### src/rtl/addr_bus_pkg.sv
// Shared definitions for the address-low bus driver.
//   IDLE_*   : encodings for the IDLE_MODE parameter (bus value with no driver)
//   sat_inc  : saturating increment for counters of any width up to 32 bits
package addr_bus_pkg;

  localparam int IDLE_ZERO      = 0;
  localparam int IDLE_PRECHARGE = 1;
  localparam int IDLE_HOLD      = 2;

  // Returns value+1 unless value already sits at the all-ones ceiling of a
  // counter that is `width` bits wide; then it stays put (no wrap).
  function automatic logic [31:0] sat_inc(input logic [31:0] value,
                                          input int unsigned width);
    logic [31:0] max_v;
    max_v = (width >= 32) ? 32'hFFFF_FFFF : ((32'd1 << width) - 32'd1);
    return (value >= max_v) ? value : value + 32'd1;
  endfunction

endpackage

### src/rtl/bus_priority_mux.sv
// Fixed-priority bus source selector.
//   src_en_i   : per-source drive enable, index 0 has highest priority
//   src_data_i : source i occupies bits [i*WIDTH +: WIDTH]
//   raw_o      : data of the winning source, 0 when nobody drives
//   any_en_o   : at least one source is enabled
//   multi_en_o : two or more sources are enabled (driver conflict)
module bus_priority_mux #(
  parameter int WIDTH   = 8,
  parameter int NUM_SRC = 4
) (
  input  logic [NUM_SRC-1:0]       src_en_i,
  input  logic [NUM_SRC*WIDTH-1:0] src_data_i,
  output logic [WIDTH-1:0]         raw_o,
  output logic                     any_en_o,
  output logic                     multi_en_o
);

  // Scan from the lowest priority upward so the lowest enabled index is the
  // last assignment and therefore wins.
  always_comb begin
    raw_o = '0;
    for (int i = NUM_SRC - 1; i >= 0; i--) begin
      if (src_en_i[i]) raw_o = src_data_i[i*WIDTH +: WIDTH];
    end
  end

  assign any_en_o = |src_en_i;

  generate
    if (NUM_SRC == 1) begin : g_single
      assign multi_en_o = 1'b0;
    end else begin : g_multi
      always_comb begin
        logic found;
        found      = 1'b0;
        multi_en_o = 1'b0;
        for (int i = 0; i < NUM_SRC; i++) begin
          if (src_en_i[i]) begin
            if (found) multi_en_o = 1'b1;
            found = 1'b1;
          end
        end
      end
    end
  endgenerate

endmodule

### src/rtl/address_low_bus_latched.sv
// Address-low bus driver with output latch and conflict monitor.
//   clk, rst        : clock, synchronous active-high reset
//   src_en/src_data : per-source enables and packed source data
//   zero_mask       : bit k forces adl[k] low (k < ZERO_BITS)
//   abl_load        : capture adl into abl at the next edge
//   conflict_clr    : clear sticky flag and counter
//   adl             : combinational bus value
//   abl             : registered address-low output
//   conflict        : two or more sources enabled this cycle
//   conflict_sticky : set by any conflict until cleared
//   conflict_count  : saturating count of conflict cycles
// No valid/ready handshake: every input is sampled on every clock edge.
module address_low_bus_latched
  import addr_bus_pkg::*;
#(
  parameter int WIDTH     = 8,
  parameter int NUM_SRC   = 4,
  parameter int ZERO_BITS = 3,
  parameter int IDLE_MODE = IDLE_ZERO,
  parameter int CNT_WIDTH = 8
) (
  input  logic                     clk,
  input  logic                     rst,
  input  logic [NUM_SRC-1:0]       src_en,
  input  logic [NUM_SRC*WIDTH-1:0] src_data,
  input  logic [ZERO_BITS-1:0]     zero_mask,
  input  logic                     abl_load,
  input  logic                     conflict_clr,
  output logic [WIDTH-1:0]         adl,
  output logic [WIDTH-1:0]         abl,
  output logic                     conflict,
  output logic                     conflict_sticky,
  output logic [CNT_WIDTH-1:0]     conflict_count
);

  logic [WIDTH-1:0]     mux_raw;
  logic                 any_en;
  logic                 multi_en;
  logic [WIDTH-1:0]     keeper_q;
  logic [WIDTH-1:0]     idle_val;
  logic [WIDTH-1:0]     raw;
  logic [WIDTH-1:0]     zero_ext;
  logic [WIDTH-1:0]     abl_q;
  logic                 sticky_q, sticky_d;
  logic [CNT_WIDTH-1:0] cnt_q, cnt_d;

  bus_priority_mux #(
    .WIDTH   (WIDTH),
    .NUM_SRC (NUM_SRC)
  ) u_mux (
    .src_en_i   (src_en),
    .src_data_i (src_data),
    .raw_o      (mux_raw),
    .any_en_o   (any_en),
    .multi_en_o (multi_en)
  );

  // The keeper remembers the last driven value before zeroing, so a masked
  // idle bus still restores the full value once the mask is released.
  generate
    if (IDLE_MODE == IDLE_HOLD) begin : g_keeper
      always_ff @(posedge clk) begin
        if (rst)         keeper_q <= '0;
        else if (any_en) keeper_q <= mux_raw;
      end
    end else begin : g_no_keeper
      assign keeper_q = '0;
    end
  endgenerate

  always_comb begin
    case (IDLE_MODE)
      IDLE_PRECHARGE: idle_val = '1;
      IDLE_HOLD:      idle_val = keeper_q;
      default:        idle_val = '0;
    endcase
  end

  assign raw      = any_en ? mux_raw : idle_val;
  assign zero_ext = WIDTH'(zero_mask);
  assign adl      = raw & ~zero_ext;
  assign conflict = multi_en;

  // A conflict in the same cycle as a clear is kept as the first new event.
  always_comb begin
    sticky_d = sticky_q;
    cnt_d    = cnt_q;
    if (conflict_clr) begin
      sticky_d = conflict;
      cnt_d    = conflict ? CNT_WIDTH'(1) : '0;
    end else if (conflict) begin
      sticky_d = 1'b1;
      cnt_d    = CNT_WIDTH'(sat_inc(32'(cnt_q), CNT_WIDTH));
    end
  end

  always_ff @(posedge clk) begin
    if (rst) begin
      abl_q    <= '0;
      sticky_q <= 1'b0;
      cnt_q    <= '0;
    end else begin
      if (abl_load) abl_q <= adl;
      sticky_q <= sticky_d;
      cnt_q    <= cnt_d;
    end
  end

  assign abl             = abl_q;
  assign conflict_sticky = sticky_q;
  assign conflict_count  = cnt_q;

endmodule

### config.mk
export PLATFORM = sky130hd
export DESIGN_NAME = address_low_bus_latched
export DESIGN_NICKNAME = d
export VERILOG_FILES = /design/src/rtl/addr_bus_pkg.sv /design/src/rtl/bus_priority_mux.sv /design/src/rtl/address_low_bus_latched.sv
export SDC_FILE = /design/constraint.sdc
export NUM_CORES = 1
export LEC_CHECK = 0
export ABC_AREA = 1
export CAP_MARGIN = 25
export CELL_PAD_IN_SITES_DETAIL_PLACEMENT = 1
export CELL_PAD_IN_SITES_GLOBAL_PLACEMENT = 1
export CORE_ASPECT_RATIO = 1.2
export CORE_MARGIN = 4
export CORE_UTILIZATION = 24
export CTS_BUF_LIST = sky130_fd_sc_hd__clkbuf_4 sky130_fd_sc_hd__clkbuf_8
export CTS_CLUSTER_SIZE = 25
export DETAILED_ROUTE_END_ITERATION = 8
export PLACE_DENSITY_LB_ADDON = 0.1
export SYNTH_ARGS = -nofsm -noshare
export SYNTH_HDL_FRONTEND = slang
export SYNTH_SLANG_ARGS = --single-unit
### constraint.sdc
create_clock -name clk -period 1.65 [get_ports clk]
set_clock_uncertainty 0.15 [all_clocks]
set_input_delay 0.33 -clock clk [delete_from_list [all_inputs] [get_ports clk]]
set_output_delay 0.33 -clock clk [all_outputs]
set_load 0.005 [all_outputs]
==> impl_metrics.json, run 1 <==
{
  "status": "finished, violations left",
  "violations": "setup timing",
  "cts.sinks": 17,
  "drive_gt1_share_pct": 46.2,
  "ys_ff_latch": 17,
  "rr_worst_depth": 7,
  "viasPerCell": 4.78,
  "grt_pass1_vias": 1997,
  "synth_warnings": 0,
  "grt_max_degree": 17,
  "crit_required_ns": 1.17,
  "final_cell_mix": "buf_4, nand2_1, clkdlybuf4s50_1, dlygate4sd2_1, buf_6",
  "die_h_um": 83.2,
  "finalCritPeriodShare_pct": 110,
  "path_buf_inv": 3,
  "drc": 0,
  "numCtsBuffers": 3,
  "place_congestion": 0.770,
  "path_class": "primary input to output port",
  "die_area_um2": 5880,
  "maxSlewViolCount": 0,
  "antenna_cells": 0,
  "cp_top_family": "buffers and inverters",
  "finalSetupViolCount": 10,
  "peakVddDrop_mv": 0.241,
  "clk_pin_slew_worst_paths_ns": 0.07,
  "area_growth_pct": 138,
  "start_util_pct": 24.8,
  "netlist_instances": 185,
  "cts_hold_buf": 0,
  "finalHoldViolCount": 0,
  "synth_area_leaders": "dfxtp_1, nand2_1, a21oi_1",
  "seqPwrFrac_pct": 33.3,
  "overflow": 0,
  "relSlewSlack_pct": 81.9,
  "syn_nets": 229,
  "num_vias": 1779,
  "start_kind": "primary input",
  "slowest_stage": "clkdlybuf4s50_1",
  "worstMarginPinSlew_ns": 0.269,
  "share_comb_of_total_power_pct": 43.5,
  "synth_area_um2": 1130,
  "coreArea_um2": 4560,
  "fin_setup_tns_ns": -0.957,
  "period_needed_ns": 1.82,
  "antenna_found_initial": 0,
  "clk-insertion-delay-late_ns": 0.25,
  "htree_levels": 1,
  "first_iter_violations": 45,
  "cp_cell_sequence": "clkdlybuf4s50_1, a22oi_2, nand2_1, nand3_2, inv_2, buf_6",
  "routedWlPerCell_um": 17.4,
  "cap_violations": 0,
  "swShare_pct": 30.7,
  "dr.pass1.iters": 4,
  "io_buffers": 68,
  "clockBufferDepth": 2,
  "final_common_cell": "buf_4",
  "finalWorstSetupSlack_ns": -0.171,
  "dp_hpwl_um": 3750,
  "grt_usage_pct": 19.6,
  "cp.depth": 6,
  "pre_cts_slack_ns": -0.874,
  "end_kind": "output port",
  "cts_tree": "built",
  "rows": 27,
  "wirelength_um": 6460,
  "rsz0062_at_grt": "yes",
  "die_w_um": 70.7,
  "fmax_ghz": 0.549,
  "p_per_area_nw_per_um2": 499,
  "fin_cells": 372,
  "ant_nets": 0,
  "avgSynthCellArea_um2": 6.11,
  "power.share.clock_pct": 23.2,
  "synth_top_area_cell": "dfxtp_1",
  "leakage_uw": 0.00128,
  "grt_first_pass_wirelength_um": 9380,
  "synth_top_area_share_pct": 30.1,
  "nets": 359,
  "place_inst": 340,
  "max_stage_delay_ns": 0.43,
  "ctsRootBufferMaster": "clkbuf_8",
  "ys_types": 26,
  "cp.arrival_ns": 1.34,
  "ios": 69,
  "p_switching_uw": 412,
  "hp-class": "flop to flop",
  "seq_area_frac_synth_pct": 30.1,
  "internal_power_uw": 929,
  "crit_fanout": 2,
  "min_path_cells": 2
}
==> state kept, by name, summed over array words and instances (netlist names) <==
| name | flops |
|---|---|
| abl | 8 |
| conflict_count | 8 |
| conflict_sticky | 1 |
==> worst register-to-register path, delay by kind of cell, from the launching register on <==
kind,cells,cell delay [ns]
AND/OR/NAND/NOR,4,0.60
buffers and inverters,1,0.05
AO/OA/AOI/OAI,1,0.15
adder cells (fa/ha/maj),1,0.14
flip-flops,1,0.40
==> power groups by stage <==
stage	registers, uW	clock network [uW]	logic [uW]
floorplan	455	0	124
global placement	453	0	412
detailed placement	453	0	415
CTS	448	319	518
global route	449	333	626
finish	447	311	584
==> area by class of cell <==
type,count,area [um^2]
clock buffer,3,41.3
clock inverter,1,5.00
fill,550,1870
inverter,24,105
multi-input combinational,141,932
sequential,17,358
tap,58,72.6
timing repair buffer,128,1170
==> synthesized netlist by cell type (all sizes together) <==
master   n
nand2   52
nor2    27
inv     24
a21oi   17
dfxtp   17
nand3   13
o21ai   13
o22ai    4
a22oi    3
nor3     3
clkbuf   2
nand4    2
o211ai   2
buf      1
ha       1
nand2b   1
o21bai   1
or2      1
xor2     1
==> timing repair <==
item,in CTS,in global routing
gates cloned,0,0
pin swaps,33,27
setup endpoints to repair,28,23
gates resized for setup,138,39
setup buffers,32,3
==> worst paths after layout <==
kind,start,end,slack (ns)
worst min register to register,conflict_count[6]$_SDFFE_PP0P_,conflict_count[6]$_SDFFE_PP0P_,0.32
worst max-delay path,src_data[26],adl[2],-0.17
worst min-delay path,conflict_count[6]$_SDFFE_PP0P_,conflict_count[6]$_SDFFE_PP0P_,0.32
worst max register to register,conflict_count[0]$_SDFFE_PP0P_,conflict_count[5]$_SDFFE_PP0P_,0.09
==> through the flow <==
step	power [uW]	area (um^2)	util, %	hold WS (ns)
after floorplan	579	1130	-	0.316
after global placement	865	2110	46.3	0.331
after detailed placement	869	2110	46.3	0.331
after CTS	1290	2550	56.0	0.350
after global routing	1410	2690	58.9	0.347
final	1340	2690	58.9	0.322
==> metal layers <==
metal / share of wire, % / vias up / wire length [um] / GRT usage, %
li1: - / 857 / - / -
met5: 0 / - / 0 / 0
met1: 34 / 846 / 2220 / 18.9
met3: 4.4 / 14 / 287 / 2.30
met2: 58 / 62 / 3760 / 41.7
met4: 2.9 / 0 / 189 / 4.79
==> cell families after synthesis <==
logic type      share of synthesized area (%)
flops                                    30.1
simple gates                             39.3
buf+inv                                  9.29
compound gates                           19.5
xor+xnor                                0.774
fa+ha+maj                                1.11
No activity file was read; power rests on OpenSTA's default activity.
==> inputs of run 2 (changes only) <==
--- a/config.mk
+++ b/config.mk
@@ -15,6 +15,7 @@
 export CTS_BUF_LIST = sky130_fd_sc_hd__clkbuf_4 sky130_fd_sc_hd__clkbuf_8
 export CTS_CLUSTER_SIZE = 25
 export DETAILED_ROUTE_END_ITERATION = 8
+export HOLD_SLACK_MARGIN = 0.06
 export PLACE_DENSITY_LB_ADDON = 0.1
 export SYNTH_ARGS = -nofsm -noshare
 export SYNTH_HDL_FRONTEND = slang
==> results of run 2 <==
Final layout, timing and power as in run 1 (identical DEF).
